`src/rtl/inst_queue.sv`:
```
// Instruction queue between fetch and decode: circular FIFO of {inst, pc, pred_taken}
// with show-ahead head presentation, one-cycle misprediction clear and global stall.
module inst_queue #(
    parameter int unsigned DEPTH  = 16,
    parameter int unsigned ADDR_W = 4
) (
    input  logic        clk_in,
    input  logic        rst_in,
    input  logic        rdy_in,
    input  logic        clear_in,
    input  logic        if_valid,
    input  logic [31:0] if_inst,
    input  logic [31:0] if_pc,
    input  logic        if_pred_taken,
    output logic        iq_full,
    input  logic        dec_ready,
    output logic        out_valid,
    output logic [31:0] out_inst,
    output logic [31:0] out_pc,
    output logic        out_pred_taken,
    output logic [6:0]  out_inst_type
);

    localparam int unsigned CNT_W = ADDR_W + 1;
    localparam logic [CNT_W-1:0] FULL_CNT = CNT_W'(DEPTH);

    typedef struct packed {
        logic [31:0] inst;
        logic [31:0] pc;
        logic        pred_taken;
    } iq_entry_t;

    iq_entry_t          mem_q [DEPTH];
    logic [ADDR_W-1:0]  head_q, head_d;
    logic [ADDR_W-1:0]  tail_q, tail_d;
    logic [CNT_W-1:0]   count_q, count_d;
    logic               push, pop, wr_en;
    iq_entry_t          head_entry;

    assign out_valid = (count_q != '0);
    assign iq_full   = (count_q == FULL_CNT);
    assign push      = if_valid && !iq_full;
    assign pop       = out_valid && dec_ready;
    assign wr_en     = rdy_in && !clear_in && push;

    // Pointer/count next state: freeze beats clear, clear beats push/pop
    always_comb begin
        head_d  = head_q;
        tail_d  = tail_q;
        count_d = count_q;
        if (rdy_in) begin
            if (clear_in) begin
                head_d  = '0;
                tail_d  = '0;
                count_d = '0;
            end else begin
                if (push) begin
                    tail_d = tail_q + ADDR_W'(1);
                end
                if (pop) begin
                    head_d = head_q + ADDR_W'(1);
                end
                if (push && !pop) begin
                    count_d = count_q + CNT_W'(1);
                end else if (pop && !push) begin
                    count_d = count_q - CNT_W'(1);
                end
            end
        end
    end

    always_ff @(posedge clk_in) begin
        if (!rst_in) begin
            head_q  <= '0;
            tail_q  <= '0;
            count_q <= '0;
        end else begin
            head_q  <= head_d;
            tail_q  <= tail_d;
            count_q <= count_d;
        end
    end

    // Storage is not reset; out_valid gates everything read from it
    always_ff @(posedge clk_in) begin
        if (rst_in && wr_en) begin
            mem_q[tail_q] <= '{inst: if_inst, pc: if_pc, pred_taken: if_pred_taken};
        end
    end

    assign head_entry = mem_q[head_q];

    always_comb begin
        out_inst       = '0;
        out_pc         = '0;
        out_pred_taken = 1'b0;
        if (out_valid) begin
            out_inst       = head_entry.inst;
            out_pc         = head_entry.pc;
            out_pred_taken = head_entry.pred_taken;
        end
    end

    assign out_inst_type = out_inst[6:0];

endmodule

```
`config.mk`:
```
export PLATFORM = sky130hd
export DESIGN_NAME = inst_queue
export DESIGN_NICKNAME = d
export VERILOG_FILES = /design/src/rtl/inst_queue.sv
export SDC_FILE = /design/constraint.sdc
export NUM_CORES = 1
export LEC_CHECK = 0
export BUFFER_PORTS_ARGS = -buffer_cell sky130_fd_sc_hd__buf_2
export CAP_MARGIN = 20
export CORE_MARGIN = 5
export CORE_UTILIZATION = 36
export CTS_BUF_LIST = sky130_fd_sc_hd__clkbuf_2
export DETAILED_ROUTE_END_ITERATION = 6
export PLACE_DENSITY = 0.58
export SKIP_LAST_GASP = 1
export SLEW_MARGIN = 40
export SYNTH_ARGS = -nofsm -noshare
export SYNTH_HDL_FRONTEND = slang
export SYNTH_SLANG_ARGS = --single-unit
```
`constraint.sdc`:
```
create_clock -name clk_in -period 16.4 [get_ports clk_in]
set_clock_uncertainty 0.1 [all_clocks]
set_input_delay 0.82 -clock clk_in [delete_from_list [all_inputs] [get_ports clk_in]]
set_output_delay 0.82 -clock clk_in [all_outputs]
set_load 0.05 [all_outputs]
```
==> qor.csv, run 1 <==
stage;metric;value;unit
outcome;run_status;finished, final reports clean;
worst_setup_path;cp-start-kind;register;
worst_setup_path;worstPathCellList;buf_12, buf_12, buf_12, buf_16, mux4_2, nor2_1, o32ai_1, buf_2;
drt;dr.pass1.iters;5;
clocking;clockRootBuffer;clkbuf_2;
worst_setup_path;critical_path_class;register to output port;
global_route;grt_max_degree;69;
job;maxCapViolCount;0;
finish;area_delta_synth_final;14.2;%
sta;setup_viol;0;
drt;drc;0;
die;fp.dieH;349;um
sta;rsz0062_at_grt;false;
yosys;synth.area.top_cells;edfxtp_1, mux4_2, mux2i_1, o211ai_1, dfxtp_1;
global_route;grt_first_pass_wirelength;148;mm
yosys;ys_ff_latch;1057;
min_path;hp-class;primary input to register;
yosys;synth_edf_count;1040;
global_route;grt_pass1_vias;22500;
worst_setup_path;path_delay_family;buffers and inverters;
worst_setup_path;critPathMaxStageDelay;0.69;ns
pwr;pwr-share-seq;0.571;
sta;timing.final.crit_share;0.353;
sta;layout_min_cycle_time;5.79;ns
pwr;p_int;3.81;mW
drt;ant_nets;0;
sta;worstMarginPinSlew;0.845;ns
worst_setup_path;reg2reg_setup_slack;12.49;ns
worst_setup_path;critical_path_arrival;4.87;ns
global_route;antenna_found_initial;11;
yosys;netlist_area;41300;um^2
clocking;clkTransAtPathRegs;0.11;ns
pwr;power_frac_comb;0.107;
drt;vias;21200;
yosys;synth_ff_type;edfxtp_1;
yosys;yosysSeqAreaShare;0.764;
pwr;powerDensity;110;nW/um^2
min_path;hold_depth;2;
pwr;leakage;15.5;nW
yosys;synth_nets;2033;
sta;fmax;173;MHz
min_path;min-delay-start;if_inst[29];
clocking;clock_latency;1.41;ns
placed_design;place.gp.congestion;0.708;
placed_design;io_buffer_count;144;
global_route;track_usage;0.164;
yosys;async_reset_ff_frac;0;
placed_design;place.detailed.hpwl;51.5;mm
yosys;yosys_warnings;0;
pwr;totalPowerFinal;5.21;mW
clocking;ctsHtreeMaxLevel;5;
min_path;min_to;mem_q[4][62]$_DFFE_PP_;
yosys;syn-instance-count;1952;
yosys;synth_top_area_frac;0.756;
sta;finalMaxSlewViolations;0;
die;dieArea;122000;um^2
finish;layout-drive-gt1-share;0.336;
clocking;cts.path.max_buffers;4;
die;fp.coreArea;114000;um^2
worst_setup_path;endpoint_kind;output port;
sta;setup_slack;10.61;ns
pwr;netSwitchingPower;1.39;mW
sta;holdWs;0.260;ns
clocking;post_cts_resized;0;
die;rows;124;
yosys;yosysUniqueCellTypes;54;
finish;fin_nets;2476;
worst_setup_path;r2r-end;mem_q[3][6]$_DFFE_PP_;
worst_setup_path;cp_common_cell;buf_12;
worst_setup_path;crit_fanout;63;
worst_setup_path;cp_num_buf_inv;5;
drt;viasPerCell;5.19;
drt;avgRoutedWirePerCell;24.6;um
yosys;postSynthAreaPerCell;21.2;um^2
worst_setup_path;worstPathRequired;15.48;ns
pwr;switching_share;0.268;
drt;wl;100;mm
clocking;cts_tree;yes;
clocking;clkSinkCount;1057;
sta;finalHoldViolCount;0;
pwr;clkPwrFrac;0.322;
worst_setup_path;crit_path_top_delay_cell;o32ai_1;
sta;tns;0;ns
die;io_pins;145;
pwr;vdd_ir_drop_max;63.9;uV
clocking;cts_buffers;285;
sta;slew_headroom;0.437;
global_route;grt-ovfl-total;0;
yosys;yosys.area.top_type;edfxtp_1;
worst_setup_path;r2r_cells;6;
placed_design;dp_slack;11.95;ns
die;die_x;349;um
drt;drt_iter0_markers;1723;
worst_setup_path;r2r_start;count_q[1]$_SDFFE_PN0P_;
die;initial_core_util;0.362;
## routing by layer
| metal | vias up | track usage | share of wire |
|---|---|---|---|
| met1 | 11200 | 0.226 | 0.44 |
| met5 | - | 0 | 0 |
| li1 | 9220 | - | - |
| met3 | 104 | 0.0362 | 0.055 |
| met2 | 659 | 0.267 | 0.49 |
| met4 | 0 | 0.0459 | 0.014 |
## power by group through the flow
stage | combinational (mW) | clock [mW] | sequential, mW
floorplan | 0.378 | 0 | 3.03
global placement | 0.531 | 0 | 3.04
detailed placement | 0.547 | 0 | 3.04
CTS | 0.566 | 1.75 | 2.97
global route | 0.593 | 1.89 | 2.98
finish | 0.555 | 1.68 | 2.97
## area by class of cell
type | instances | area [um^2]
diodes | 7 | 17.5
clock buffers | 394 | 1970
flip-flops and latches | 1057 | 31600
fillers | 10300 | 67000
inverters | 9 | 38.8
clock inverters | 63 | 297
repair buffers | 274 | 2110
well taps | 1512 | 1890
multi-input cells | 768 | 9260
## registers in the layout (all words and copies together), names as in the netlist, named ones only
register / cells
count_q: 5
head_q: 4
tail_q: 4
mem_q: 1040
## logic make-up after synthesis
group	count (synthesis)	synth area share
flops	1057	0.764
mux	432	0.171
simple gates	168	0.0179
compound gates	154	0.0278
buf+inv	127	0.0147
fa+ha+maj	10	0.00321
xor+xnor	4	0.000848
## per-stage QoR
stage | instances | area [um^2] | utilization
CTS | 4077 | 47200 | 0.413
global placement | 3533 | 43800 | 0.384
finish | 4084 | 47200 | 0.413
floorplan | 1952 | 41300 | -
global route | 4079 | 47200 | 0.413
detailed placement | 3543 | 44100 | 0.386
## placed cells by master (no fill, tap or decap), types with 2 or more instances in the layout
cell,count
inv_1,6
o22ai_1,35
bufinv_16,2
dfxtp_4,3
nand2_4,2
nor2_4,12
o32ai_1,31
o21a_1,2
o2111ai_1,2
nor2_1,38
buf_4,31
buf_6,10
o211ai_1,55
mux4_2,219
nand4_1,6
nor2b_1,4
buf_12,6
mux2i_1,212
diode_2,7
clkbuf_2,394
clkinv_2,6
nand3_1,3
clkinv_1,45
buf_16,5
nor3_2,4
buf_2,144
dfxtp_1,14
inv_2,12
edfxtp_1,1040
a31oi_1,2
a21oi_1,8
nand2_1,84
or4_1,3
o21ai_0,4
dlygate4sd3_1,77
xnor2_1,3
ha_1,9
nand3b_1,3
## cells in the mapped netlist (3+ instances only)
cell	count
nor2_1	50
nand2_1	86
mux4_2	219
nand3b_1	3
mux2i_1	212
nand4_1	6
xnor2_1	3
buf_4	21
nor2b_1	5
nor3_1	4
buf_1	12
edfxtp_1	1040
o32ai_1	32
o211ai_1	55
ha_1	9
buf_2	42
inv_1	6
clkbuf_1	43
a21oi_1	8
o22ai_1	35
or4_1	3
o21ai_0	4
nand3_1	3
dfxtp_1	17
## timing repair
item / 4_1_cts / 5_1_grt
endpoints found under the hold margin: 1060 / 0
buffers inserted: 0 / 0
hold buffers: 77 / 0
## worst max path at each step
stage,start,to,slack (ns),cells after the start
2_1_floorplan,if_valid,mem_q[0][0]$_DFFE_PP_,9.58,4
3_3_place_gp,register,out_pc[6],11.80,6
3_5_place_dp,register,out_pc[4],11.95,8
4_1_cts,register,out_pc[4],10.26,8
5_1_grt,register,out_pc[4],10.06,9
6_report,register,out_pc[4],10.61,8
Note: power is estimated with default switching activity, not from simulation.
==> run 2: changes to the inputs <==
Clock period 16.4 ns to 6 ns, I/O delays scaled along.
==> qor.csv, run 2 (same netlist as run 1, synthesis figures left out) <==
stage;metric;value;unit
finish;largest_reg_flops;1040;
die;io_pins;145;
finish;area_delta_synth_final;16.3;%
finish;post-route-util;0.421;
drt;wl;100;mm
finish;final_cell_mix;edfxtp_1, clkbuf_2, mux4_2, mux2i_1, dlygate4sd3_1;
drt;vias;21500;
clocking;clkTransAtPathRegs;0.13;ns
worst_setup_path;r2r_start;count_q[1]$_SDFFE_PN0P_;
worst_setup_path;reg2reg_setup_slack;2.02;ns
finish;reg.largest.list;mem_q (1040), count_q (5);
drt;avgRoutedWirePerCell;24.1;um
finish;layout-drive-gt1-share;0.330;
pwr;vdd_ir_drop_max;169;uV
clocking;cts_setup_buffers;0;
finish;final_common_cell;edfxtp_1;
global_route;grt_max_degree;124;
min_path;hp-class;primary input to register;
worst_setup_path;worstPathCellList;nor4_4, nand2_1, nand2_4, buf_4, o22ai_1, buf_2;
worst_setup_path;critPathMaxStageDelay;0.71;ns
worst_setup_path;critical_path_class;register to output port;
sta;fmax;197;MHz
sta;setup_viol;0;
global_route;antenna_found_initial;7;
drt;dr.pass1.iters;7;
sta;timing.final.crit_share;0.846;
worst_setup_path;crit_path_top_delay_cell;nand2_4;
clocking;clkSinkCount;1057;
global_route;track_usage;0.164;
pwr;leakage;15.8;nW
worst_setup_path;worstPathRequired;5.60;ns
sta;finalHoldViolCount;0;
min_path;min-delay-start;if_pc[19];
worst_setup_path;cp-start-kind;register;
global_route;grt_pass1_vias;23300;
sta;finalMaxSlewViolations;0;
worst_setup_path;critical_path_arrival;4.68;ns
drt;drc;4;
worst_setup_path;crit_fanout;42;
placed_design;io_buffer_count;144;
outcome;violations;DRC;
placed_design;place_inst;3543;
min_path;min_to;mem_q[5][20]$_DFFE_PP_;
pwr;powerDensity;300;nW/um^2
finish;largest-register;mem_q;
die;dieArea;122000;um^2
clocking;cts_tree;yes;
clocking;ctsHtreeMaxLevel;5;
die;rows;124;
sta;layout_min_cycle_time;5.08;ns
clocking;clockRootBuffer;clkbuf_2;
die;die_x;349;um
die;initial_core_util;0.362;
drt;drt_iter0_markers;1726;
die;fp.dieH;349;um
placed_design;place.detailed.hpwl;52.5;mm
worst_setup_path;r2r-end;count_q[4]$_SDFFE_PN0P_;
sta;slew_headroom;0.384;
sta;worstMarginPinSlew;0.925;ns
drt;viasPerCell;5.18;
die;fp.coreArea;114000;um^2
worst_setup_path;r2r_cells;10;
global_route;grt_first_pass_wirelength;150;mm
outcome;run_status;complete, but fails checks;
finish;fin_nets;2545;
sta;tns;0;ns
finish;layout.cells.non_filler;4154;
sta;rsz0062_at_grt;false;
job;maxCapViolCount;0;
clocking;cts.path.max_buffers;4;
worst_setup_path;endpoint_kind;output port;
min_path;hold_depth;3;
placed_design;place.gp.congestion;0.723;
clocking;clock_latency;1.47;ns
global_route;grt-ovfl-total;0;
clocking;cts_buffers;283;
drt;ant_nets;0;
run 2: cell type report:
cell class | instances | area [um^2]
fill | 10200 | 66200
sequential | 1057 | 31600
multi-input combinational | 768 | 9310
timing repair buffer | 345 | 2870
clock buffer | 406 | 2030
tap | 1512 | 1890
clock inverter | 45 | 278
inverter | 9 | 41.3
antenna | 12 | 30.0
run 2: through the flow:
stage,cell area [um^2],setup slack (ns),hold WS [ns],total power [mW]
floorplan,41300,1.44,0.299,9.32
global placement,44000,2.47,0.408,9.78
detailed placement,44200,2.38,0.423,9.81
CTS,48000,0.695,0.148,14.6
global route,48000,0.628,0.230,15.1
finish,48000,0.924,0.352,14.4
run 2: where the power goes:
group / internal [mW] / leakage (nW) / switching [mW] / total [mW]
Combinational: 0.515 / 4.52 / 1.04 / 1.56
Clock: 1.95 / 1.83 / 2.75 / 4.70
Sequential: 8.11 / 9.49 / 0.0339 / 8.14
Total: 10.6 / 15.8 / 3.83 / 14.4
run 2: worst max-delay path by stage:
stage | to | cells past startpoint | start
5_1_grt | out_pc[0] | 6 | count_q[0]$_SDFFE_PN0P_
4_1_cts | out_pc[13] | 6 | count_q[4]$_SDFFE_PN0P_
3_3_place_gp | mem_q[7][35]$_DFFE_PP_ | 5 | count_q[0]$_SDFFE_PN0P_
3_5_place_dp | mem_q[8][42]$_DFFE_PP_ | 6 | count_q[0]$_SDFFE_PN0P_
6_report | out_pc[0] | 6 | count_q[1]$_SDFFE_PN0P_
2_1_floorplan | mem_q[12][0]$_DFFE_PP_ | 4 | if_valid
run 2: critical path, delay by kind of cell, from the launching register on:
family                 cells  cell delay [ns]
AND/OR/NAND/NOR            3             1.62
buffers and inverters      2             0.81
flip-flops                 1             0.43
AO/OA/AOI/OAI              1             0.31
run 2: what timing repair did:
item | CTS | global route
resized for setup | 0 | 0
hold buffers | 148 | 0
hold endpoints to repair | 1796 | 0
run 2: layer usage:
layer	track usage	wire length (um)	up-vias
li1	-	-	9364
met1	0.215	41800	11300
met2	0.277	50600	714
met3	0.0354	5810	159
met4	0.0508	1820	6
met5	0	44	-
==> run 3: changes to the inputs <==
Settings changed: ABC_AREA set to 1, PLACE_DENSITY 0.58 to 0.6.
Clock period 6 ns to 4.35 ns, I/O delays scaled along.
==> qor.csv, run 3 <==
stage;metric;value;unit
pwr;vdd_ir_drop_max;216;uV
pwr;pwr-share-seq;0.574;
yosys;ys_ff_latch;1057;
worst_setup_path;crit_path_top_delay_cell;dlygate4sd3_1;
min_path;min_to;mem_q[7][44]$_DFFE_PP_;
yosys;synth_top_area_frac;0.748;
sta;slew_headroom;0.377;
clocking;clkTransAtPathRegs;0.11;ns
worst_setup_path;r2r_start;count_q[0]$_SDFFE_PN0P_;
global_route;track_usage;0.182;
finish;fill_cells;10700;
drt;dr.pass1.iters;7;
global_route;grt-ovfl-total;0;
placed_design;io_buffer_count;144;
global_route;grt_pass1_vias;26900;
yosys;synth_nets;3077;
placed_design;place.gp.congestion;0.725;
clocking;cts_buffers;284;
yosys;synth_ff_type;edfxtp_1;
finish;final_common_cell;edfxtp_1;
placed_design;place_inst;4491;
worst_setup_path;endpoint_kind;register;
sta;worstMarginPinSlew;0.935;ns
worst_setup_path;critPathMaxStageDelay;0.61;ns
clocking;clkSinkCount;1057;
sta;setup_slack;0.233;ns
yosys;yosysUniqueCellTypes;31;
min_path;min-delay-start;if_inst[11];
placed_design;place.detailed.hpwl;53.6;mm
global_route;grt_max_degree;157;
worst_setup_path;path_delay_family;buffers and inverters;
drt;drc;0;
placed_design;dp_slack;1.09;ns
die;rows;125;
worst_setup_path;crit_fanout;30;
pwr;power_frac_comb;0.100;
worst_setup_path;cp_common_cell;nand2_1;
pwr;p_int;14.2;mW
finish;multiInputGateArea;8830;um^2
drt;avgRoutedWirePerCell;22.5;um
min_path;hold_depth;3;
finish;reg.largest.list;mem_q (1040), count_q (5);
clocking;clock_latency;1.33;ns
worst_setup_path;reg2reg_setup_slack;0.23;ns
pwr;clkPwrFrac;0.326;
pwr;netSwitchingPower;5.28;mW
clocking;cts.path.max_buffers;4;
outcome;run_status;finished, final reports clean;
finish;largest-register;mem_q;
worst_setup_path;critical_path_arrival;4.98;ns
yosys;synth_edf_count;1040;
yosys;postSynthAreaPerCell;13.9;um^2
drt;wl;116;mm
drt;ant_nets;0;
min_path;hp-class;primary input to register;
worst_setup_path;r2r_cells;13;
worst_setup_path;critical_path_class;register to register;
die;fp.dieH;351;um
pwr;powerDensity;404;nW/um^2
clocking;clockRootBuffer;clkbuf_2;
sta;finalMaxSlewViolations;0;
pwr;switching_share;0.271;
worst_setup_path;cp-start-kind;register;
drt;viasPerCell;5.38;
sta;setup_viol;0;
finish;regArea;31600;um^2
yosys;yosys.area.top_type;edfxtp_1;
worst_setup_path;worstPathRequired;5.22;ns
clocking;cts_tree;yes;
yosys;netlist_area;41800;um^2
sta;finalHoldViolCount;0;
finish;final_cell_mix;edfxtp_1, nor2_1, o21ai_0, clkbuf_2, dlygate4sd3_1;
worst_setup_path;worstPathCellList;nor2_1, nand3_1, nand2_1, inv_2, nand2_1, nor2_1, dlygate4sd3_1, inv_1, dlygate4sd3_1, nor2_2, nand2_1, nor2_4, buf_12;
yosys;yosysSeqAreaShare;0.756;
yosys;yosys_warnings;0;
global_route;grt_first_pass_wirelength;169;mm
finish;layout.cells.non_filler;5128;
yosys;synth.area.top_cells;edfxtp_1, o21ai_0, nor2_1, o221ai_1, o211ai_1;
clocking;ctsHtreeMaxLevel;5;
sta;layout_min_cycle_time;4.12;ns
finish;fin_nets;3519;
die;initial_core_util;0.361;
sta;holdWs;0.247;ns
yosys;yosysMostFrequentCell;edfxtp_1;
worst_setup_path;r2r-end;mem_q[5][35]$_DFFE_PP_;
sta;rsz0062_at_grt;true;
yosys;async_reset_ff_frac;0;
finish;largest_reg_flops;1040;
yosys;syn-instance-count;2996;
global_route;antenna_found_initial;9;
pwr;leakage;15.9;nW
drt;drt_iter0_markers;2799;
die;dieArea;123000;um^2
die;io_pins;145;
worst_setup_path;cp_num_buf_inv;5;
job;maxCapViolCount;0;
sta;timing.final.crit_share;0.946;
yosys;synth_commonest_cells;edfxtp_1, nor2_1, o21ai_0;
drt;vias;27600;
sta;fmax;243;MHz
finish;layout-drive-gt1-share;0.190;
finish;area_delta_synth_final;15.6;%
die;die_x;351;um
die;fp.coreArea;116000;um^2
-- run 3: worst reg2reg max path: stages, from the launching register on --
cell and delay [ns]:
dfxtp_1 0.44, nor2_1 0.10, nand3_1 0.14, nand2_1 0.14, inv_2 0.08, nand2_1 0.06, nor2_1 0.12, dlygate4sd3_1 0.59
inv_1 0.05, dlygate4sd3_1 0.61, nor2_2 0.21, nand2_1 0.30, nor2_4 0.45, buf_12 0.35
-- run 3: final cells by class --
class                           instances  share of cell area
Inverter                               22             0.00296
Tap cell                             1524              0.0395
Antenna cell                            7            0.000363
Timing Repair inverter                  2            0.000519
Sequential cell                      1057               0.655
Clock inverter                         62             0.00669
Timing Repair Buffer                  383              0.0727
Clock buffer                          383              0.0397
Multi-Input combinational cell       1688               0.183
-- run 3: per-stage QoR --
stage | power [mW] | TNS, ns | util | area (um^2)
global placement | 13.2 | 0 | 0.378 | 43800
detailed placement | 13.2 | 0 | 0.379 | 43800
floorplan | 12.7 | -161.03 | - | 41800
global route | 20.4 | -0.378 | 0.417 | 48200
finish | 19.5 | 0 | 0.417 | 48300
CTS | 19.7 | -1.28 | 0.413 | 47800
-- run 3: kinds of logic after synthesis --
family	count (synthesis)	synth area share
and+or+nand+nor	740	0.0689
buffers and inverters	251	0.0366
adders and majority gates	10	0.00318
xor gates and xnor gates	5	0.00105
DFF	1057	0.756
AOI/OAI and AO/OA	933	0.134
-- run 3: timing repair --
item,CTS,global route
endpoints found under the hold margin,1997,0
resized for setup,18,26
hold buffers,151,0
pin swaps,0,7
cloned,3,4
buffers inserted,3,23
setup endpoints to repair,71,316
-- run 3: how the worst max path moves through the flow --
stage | end | depth (start not counted) | start | slack, ns
6_report | mem_q[5][35]$_DFFE_PP_ | 13 | count_q[0]$_SDFFE_PN0P_ | 0.23
5_1_grt | out_inst[18] | 8 | register | -0.06
4_1_cts | out_inst[30] | 6 | register | -0.17
3_5_place_dp | mem_q[5][46]$_DFFE_PP_ | 11 | count_q[0]$_SDFFE_PN0P_ | 1.09
3_3_place_gp | out_inst[30] | 6 | register | 1.03
2_1_floorplan | mem_q[0][0]$_DFFE_PP_ | 10 | count_q[0]$_SDFFE_PN0P_ | -0.15
-- run 3: power by group through the flow --
stage,clock network [mW],logic [mW],registers [mW]
6_report,6.36,1.95,11.2
5_1_grt,7.12,2.12,11.2
4_1_cts,6.55,1.91,11.2
3_5_place_dp,0,1.74,11.4
3_3_place_gp,0,1.72,11.4
2_1_floorplan,0,1.24,11.4
-- run 3: per-layer routing --
metal,up-vias,GRT usage,share of wire
met4,10,0.0593,0.019
li1,12400,-,-
met1,13800,0.251,0.43
met5,-,0,0.00054
met3,187,0.0421,0.081
met2,1163,0.288,0.47
